$ cat src/rtl/pc_branch_pkg.sv
// Shared definitions for the fetch-PC / branch-resolution unit: branch funct3
// codes, the RUN/TRAP state encoding and the default reset PC.
package pc_branch_pkg;

    localparam logic [31:0] DEFAULT_RESET_PC = 32'h0000_0000;

    localparam logic [2:0] F3_BEQ  = 3'b000;
    localparam logic [2:0] F3_BNE  = 3'b001;
    localparam logic [2:0] F3_BLT  = 3'b100;
    localparam logic [2:0] F3_BGE  = 3'b101;
    localparam logic [2:0] F3_BLTU = 3'b110;
    localparam logic [2:0] F3_BGEU = 3'b111;

    typedef enum logic {
        ST_RUN  = 1'b0,
        ST_TRAP = 1'b1
    } pc_state_e;

endpackage

$ cat src/rtl/pc_branch_ctrl_br_decide.sv
// Combinational taken decision from instruction class, funct3 and the
// comparator flags; also selects signed/unsigned comparator mode.
module br_decide
    import pc_branch_pkg::*;
(
    input  logic       i_is_branch,
    input  logic       i_is_jal,
    input  logic       i_is_jalr,
    input  logic [2:0] i_br_type,
    input  logic       i_br_less,
    input  logic       i_br_equal,
    output logic       o_taken,
    output logic       o_br_un
);

    logic br_cond;

    assign o_br_un = i_br_type[1];

    // funct3 010/011 are not branch encodings and are never taken.
    always_comb begin
        br_cond = 1'b0;
        case (i_br_type)
            F3_BEQ:  br_cond = i_br_equal;
            F3_BNE:  br_cond = ~i_br_equal;
            F3_BLT:  br_cond = i_br_less;
            F3_BGE:  br_cond = ~i_br_less;
            F3_BLTU: br_cond = i_br_less;
            F3_BGEU: br_cond = ~i_br_less;
            default: br_cond = 1'b0;
        endcase
    end

    assign o_taken = i_is_jal | i_is_jalr | (i_is_branch & br_cond);

endmodule

$ cat src/rtl/pc_branch_ctrl.sv
// Fetch PC register, taken-branch redirect/flush and misaligned-target trap.
// Optional performance counters are built when PC_BR_PERF_EN is defined.
module pc_branch_ctrl
    import pc_branch_pkg::*;
#(
    parameter logic [31:0] RESET_PC = DEFAULT_RESET_PC
) (
    input  logic        i_clk,
    input  logic        i_rst_n,
    input  logic        i_stall,
    input  logic        i_ex_valid,
    input  logic [31:0] i_ex_pc,
    input  logic [31:0] i_ex_imm,
    input  logic [31:0] i_ex_rs1_data,
    input  logic        i_is_branch,
    input  logic        i_is_jal,
    input  logic        i_is_jalr,
    input  logic [2:0]  i_br_type,
    input  logic        i_br_less,
    input  logic        i_br_equal,
    input  logic        i_trap_ack,
    input  logic [31:0] i_trap_vec,
    output logic        o_br_un,
    output logic [31:0] o_pc,
    output logic [31:0] o_pc_four,
    output logic [31:0] o_link,
    output logic        o_redirect,
    output logic        o_flush,
    output logic        o_misalign,
`ifdef PC_BR_PERF_EN
    output logic [31:0] o_cnt_branch,
    output logic [31:0] o_cnt_taken,
`endif
    output pc_state_e   o_dbg_state
);

    pc_state_e   state_q, state_d;
    logic [31:0] pc_q, pc_d;
    logic        misalign_q, misalign_d;

    logic        taken;
    logic        ex_taken;
    logic [31:0] target;
    logic        target_misaligned;

    br_decide u_br_decide (
        .i_is_branch (i_is_branch),
        .i_is_jal    (i_is_jal),
        .i_is_jalr   (i_is_jalr),
        .i_br_type   (i_br_type),
        .i_br_less   (i_br_less),
        .i_br_equal  (i_br_equal),
        .o_taken     (taken),
        .o_br_un     (o_br_un)
    );

    // JALR clears bit 0, so only bit 1 can flag a misaligned JALR target.
    always_comb begin
        if (i_is_jalr) begin
            target = (i_ex_rs1_data + i_ex_imm) & ~32'h1;
        end else begin
            target = i_ex_pc + i_ex_imm;
        end
    end

    assign target_misaligned = (target[1:0] != 2'b00);
    assign ex_taken          = i_ex_valid & taken;

    // State register
    always_ff @(posedge i_clk or negedge i_rst_n) begin
        if (!i_rst_n) begin
            state_q    <= ST_RUN;
            pc_q       <= RESET_PC;
            misalign_q <= 1'b0;
        end else begin
            state_q    <= state_d;
            pc_q       <= pc_d;
            misalign_q <= misalign_d;
        end
    end

    // Next-state logic
    always_comb begin
        state_d = state_q;
        case (state_q)
            ST_RUN: begin
                if (ex_taken && target_misaligned) begin
                    state_d = ST_TRAP;
                end
            end
            ST_TRAP: begin
                if (i_trap_ack) begin
                    state_d = ST_RUN;
                end
            end
            default: state_d = ST_RUN;
        endcase
    end

    // Output logic
    always_comb begin
        o_redirect = 1'b0;
        o_flush    = 1'b0;
        case (state_q)
            ST_RUN: begin
                o_redirect = ex_taken & ~target_misaligned;
                o_flush    = ex_taken;
            end
            ST_TRAP: begin
                o_flush = 1'b1;
            end
            default: begin
                o_redirect = 1'b0;
                o_flush    = 1'b0;
            end
        endcase
    end

    // A redirect overrides a concurrent stall; a misaligned target freezes the PC.
    always_comb begin
        pc_d       = pc_q;
        misalign_d = misalign_q;
        case (state_q)
            ST_RUN: begin
                if (ex_taken && !target_misaligned) begin
                    pc_d = target;
                end else if (ex_taken && target_misaligned) begin
                    misalign_d = 1'b1;
                end else if (!i_stall) begin
                    pc_d = pc_q + 32'd4;
                end
            end
            ST_TRAP: begin
                if (i_trap_ack) begin
                    pc_d       = i_trap_vec;
                    misalign_d = 1'b0;
                end
            end
            default: begin
                pc_d       = pc_q;
                misalign_d = misalign_q;
            end
        endcase
    end

    assign o_pc        = pc_q;
    assign o_pc_four   = pc_q + 32'd4;
    assign o_link      = i_ex_pc + 32'd4;
    assign o_misalign  = misalign_q;
    assign o_dbg_state = state_q;

`ifdef PC_BR_PERF_EN
    logic [31:0] cnt_branch_q, cnt_branch_d;
    logic [31:0] cnt_taken_q, cnt_taken_d;
    logic        count_branch;

    assign count_branch = (state_q == ST_RUN) & i_ex_valid & i_is_branch;

    always_comb begin
        cnt_branch_d = cnt_branch_q;
        cnt_taken_d  = cnt_taken_q;
        if (count_branch) begin
            cnt_branch_d = cnt_branch_q + 32'd1;
            if (taken) begin
                cnt_taken_d = cnt_taken_q + 32'd1;
            end
        end
    end

    always_ff @(posedge i_clk or negedge i_rst_n) begin
        if (!i_rst_n) begin
            cnt_branch_q <= 32'd0;
            cnt_taken_q  <= 32'd0;
        end else begin
            cnt_branch_q <= cnt_branch_d;
            cnt_taken_q  <= cnt_taken_d;
        end
    end

    assign o_cnt_branch = cnt_branch_q;
    assign o_cnt_taken  = cnt_taken_q;
`endif

endmodule

$ cat config.mk
export PLATFORM = sky130hd
export DESIGN_NAME = pc_branch_ctrl
export DESIGN_NICKNAME = d
export VERILOG_FILES = /design/src/rtl/pc_branch_pkg.sv /design/src/rtl/pc_branch_ctrl_br_decide.sv /design/src/rtl/pc_branch_ctrl.sv
export SDC_FILE = /design/constraint.sdc
export NUM_CORES = 1
export LEC_CHECK = 0
export ABC_AREA = 1
export CORE_ASPECT_RATIO = 1.4
export CORE_MARGIN = 10
export CORE_UTILIZATION = 50
export DETAILED_ROUTE_END_ITERATION = 16
export PLACE_DENSITY = 0.92
export SYNTH_ARGS = -nofsm -noshare
export SYNTH_HDL_FRONTEND = slang
export SYNTH_SLANG_ARGS = --single-unit
$ cat constraint.sdc
create_clock -name i_clk -period 5.4 [get_ports i_clk]
set_input_delay 0.81 -clock i_clk [delete_from_list [all_inputs] [get_ports i_clk]]
set_output_delay 0.81 -clock i_clk [all_outputs]
set_load 0.05 [all_outputs]
==> results.toml <==
[run_status]
outcome = "complete, no violations"

[final_layout]
area_delta_synth_final_pct = 31.7
final_common_cell = "nand2_1"
diodes = 0
final_nets = 2079
layout-drive-gt1-share = 0.0293
final_cell_mix = "nand2_1 (699), inv_1 (301), clkdlybuf4s50_1 (241)"
nFillCells = 1559
fin_util = 0.671

[die]
ioPinCount = 242
die_area_sq_mm = 0.0229
fp.dieW_um = 131
initial_core_util = 0.510
std_cell_rows = 56
die_h_um = 175
coreArea_sq_mm = 0.0168

[power_and_ir_drop]
leakagePower_nw = 6.32
p_per_area_mw_per_mm2 = 333
vdd_ir_drop_max_v = 0.000225

[sta]
rsz0062_at_grt = "no"
slew_headroom = 0.311
fin_worst_skew_ps = 7.24
min_period_ps = 4640
drv_slew = 0
fin_crit_sh = 0.859
worst_pin_slew_ps = 1030
finalHoldViolCount = 0
finalSetupTns_ps = 0
setup-violations-final = 0
holdWs_ps = 479
maxClockFrequency_mhz = 216

[clock_tree]
cts.clk_slew.worst_paths_ps = 50
cts_made_buffers = 5
cts_tree = "yes"
root_buffer = "clkbuf_16"
ctsHoldBuffers = 0
htreeDepth = 2
cts.sinks = 34
clock_path_buffers = 2
cts_repair_resize_count = 0
worstSkewPairLatency_ps = 280
cts_setup_buffers = 0

[detailed_routing]
dr.pass1.iters = 5
drt_iter0_drc = 750
routed_wl_um = 33400
antenna_left = 0
wl_per_cell_um = 16.1
drc = 0
vias = 10900
avgViaCountPerCell = 5.26

[synth]
async_reset_ff_frac = 1.00
synthesis.nets = 1853
synth_top_family_by_area = "simple AND/OR/NAND/NOR gates"
yosys.area_share.adder = 0.0966
syn_inst = 1647
syn_avg_cell_area_sq_um = 5.20
synth.distinct_cells = 44
synth-main-ff-cell = "dfrtp_1"
synth_mux_area_frac = 0
synth_compound_area_frac = 0.0820
synth_edf_count = 0
yosys.area.top_type = "nand2_1"
synth-simple-area-share = 0.501
yosys_warnings = 0
yosysTopAreaCellShare = 0.306
syn_area_sq_mm = 0.00857
ys_ff_latch = 34
synth_xor_area_frac = 0.0701
synth-seq-area-share = 0.0993
synthTopCellsByArea = "nand2_1 (31%), inv_1 (13%), dfrtp_1 (9.9%)"

[setup_path]
timing.rr.end = "o_pc[18]"
cpMaxStageDelayCell = "clkdlybuf4s50_1"
arrival_ps = 3830
reg2regPathDepth = 10
crit_start = "i_ex_pc[3]"
crit_top_cell = "nor2_1"
critPathKind = "in -> out"
crit_end = "o_link[30]"
worstPathCellList = "clkdlybuf4s50_1 > ha_1 > nand3_1 > nor2_1 > nand4_2 > nor2_1 > nand2_1 > nor2_1 > nand4_1 > xor2_1 > clkdlybuf4s50_1"
rr_startpoint = "o_pc[3]"
end_kind = "output port"
ff2ff_setup_slack_ps = 3270
startpoint_type = "primary input"
worstPathMaxFanout = 3
worst_path_largest_cell_delay_ps = 840
required_ps = 4590

[global_routing]
met2_usage = 0.497
grt_pass1_wl_um = 52300
antenna_found_initial = 0
grt_pass1_vias = 10400
grt_overflow_total = 0
top_usage_layer = "met2"
use_met1 = 0.297
use_met3 = 0.0603
grt_max_degree = 51
grt_use_total = 0.284

[job]
maxCapViolations = 0

[hold_path]
hold_path.class = "reg -> reg"

[placement]
dp_hpwl_um = 28900
portBuffers = 241
place_congestion = 1.01
[flip-flops by register name, indices dropped and copies added, names as in the netlist]
register and count:
o_dbg_state 1, o_misalign 1, o_pc 32
[kinds of logic after synthesis]
kind of cell,after synthesis
AOI/OAI and AO/OA,126
xor gates and xnor gates,66
adders and majority gates,65
buffers and inverters,336
DFF,34
and+or+nand+nor,1020
[synth_stat cells, types with 2 or more instances]
cell type and count:
nand2_1 699, inv_1 301, nor2_1 146, nand3_1 88, ha_1 63, a21oi_1 61, xor2_1 48, dfrtp_1 34
o21ai_0 33, nor3_1 20, nand4_1 19, xnor2_1 15, a21boi_1 12, buf_2 11, nand3b_1 10, nor2_4 9
clkbuf_1 8, inv_2 7, a22oi_1 6, nand2_2 6, buf_4 5, nor3_2 5, nand3_2 4, o21ai_1 4
o21bai_1 4, and3_1 3, xor2_2 3, a2bb2oi_1 2, buf_1 2, fa_1 2, nor3_4 2, nor4_1 2
o211ai_1 2
[power breakdown]
part / switching, mW / internal [mW] / total, mW
clock network: 0.111 / 0.183 / 0.294
logic: 1.96 / 0.936 / 2.90
registers: 0.199 / 0.372 / 0.570
total: 2.27 / 1.49 / 3.76
[critical path: cells and delay by family]
| kind | cells | cell delay (ps) |
|---|---|---|
| buffers and inverters | 2 | 1390 |
| AND/OR/NAND/NOR | 7 | 1250 |
| XOR/XNOR | 1 | 180 |
| adder cells (fa/ha/maj) | 1 | 210 |
[worst min path at each step]
stage | startpoint | end | slack [ps] | cells after the start
final | o_misalign | o_misalign | 480 | 2
after global placement | o_misalign | o_misalign | 470 | 2
after global routing | o_misalign | o_misalign | 540 | 2
after CTS | o_misalign | o_misalign | 480 | 2
after detailed placement | o_misalign | o_misalign | 470 | 2
after floorplan | i_rst_n | o_dbg_state | 510 | 0
[layer usage]
| metal | vias to the layer above | part of all wire |
|---|---|---|
| met3 | 111 | 0.087 |
| met5 | - | 0 |
| met1 | 4792 | 0.36 |
| met4 | 0 | 0.066 |
| met2 | 509 | 0.48 |
| li1 | 5507 | - |
[final cells by class]
cell class	instances	area [sq um]	share of cell area
repair buffers	246	2450	0.217
clock buffers	7	143	0.0126
multi-input cells	1277	6420	0.569
clock inverters	1	5.00	0.000443
flip-flops and latches	34	851	0.0754
inverters	309	1160	0.103
well taps	203	254	0.0225
[metrics by stage]
| step | total power, mW | std cells | setup WS, ps | instance area (sq um) |
|---|---|---|---|---|
| 2_1_floorplan | 2.46 | 1647 | 1900 | 8570 |
| 3_3_place_gp | 3.40 | 2069 | 861 | 11100 |
| 3_5_place_dp | 3.44 | 2069 | 776 | 11100 |
| 4_1_cts | 3.75 | 2077 | 775 | 11300 |
| 5_1_grt | 3.99 | 2077 | 543 | 11300 |
| 6_report | 3.76 | 2077 | 760 | 11300 |
(Power assumes the default switching activity.)
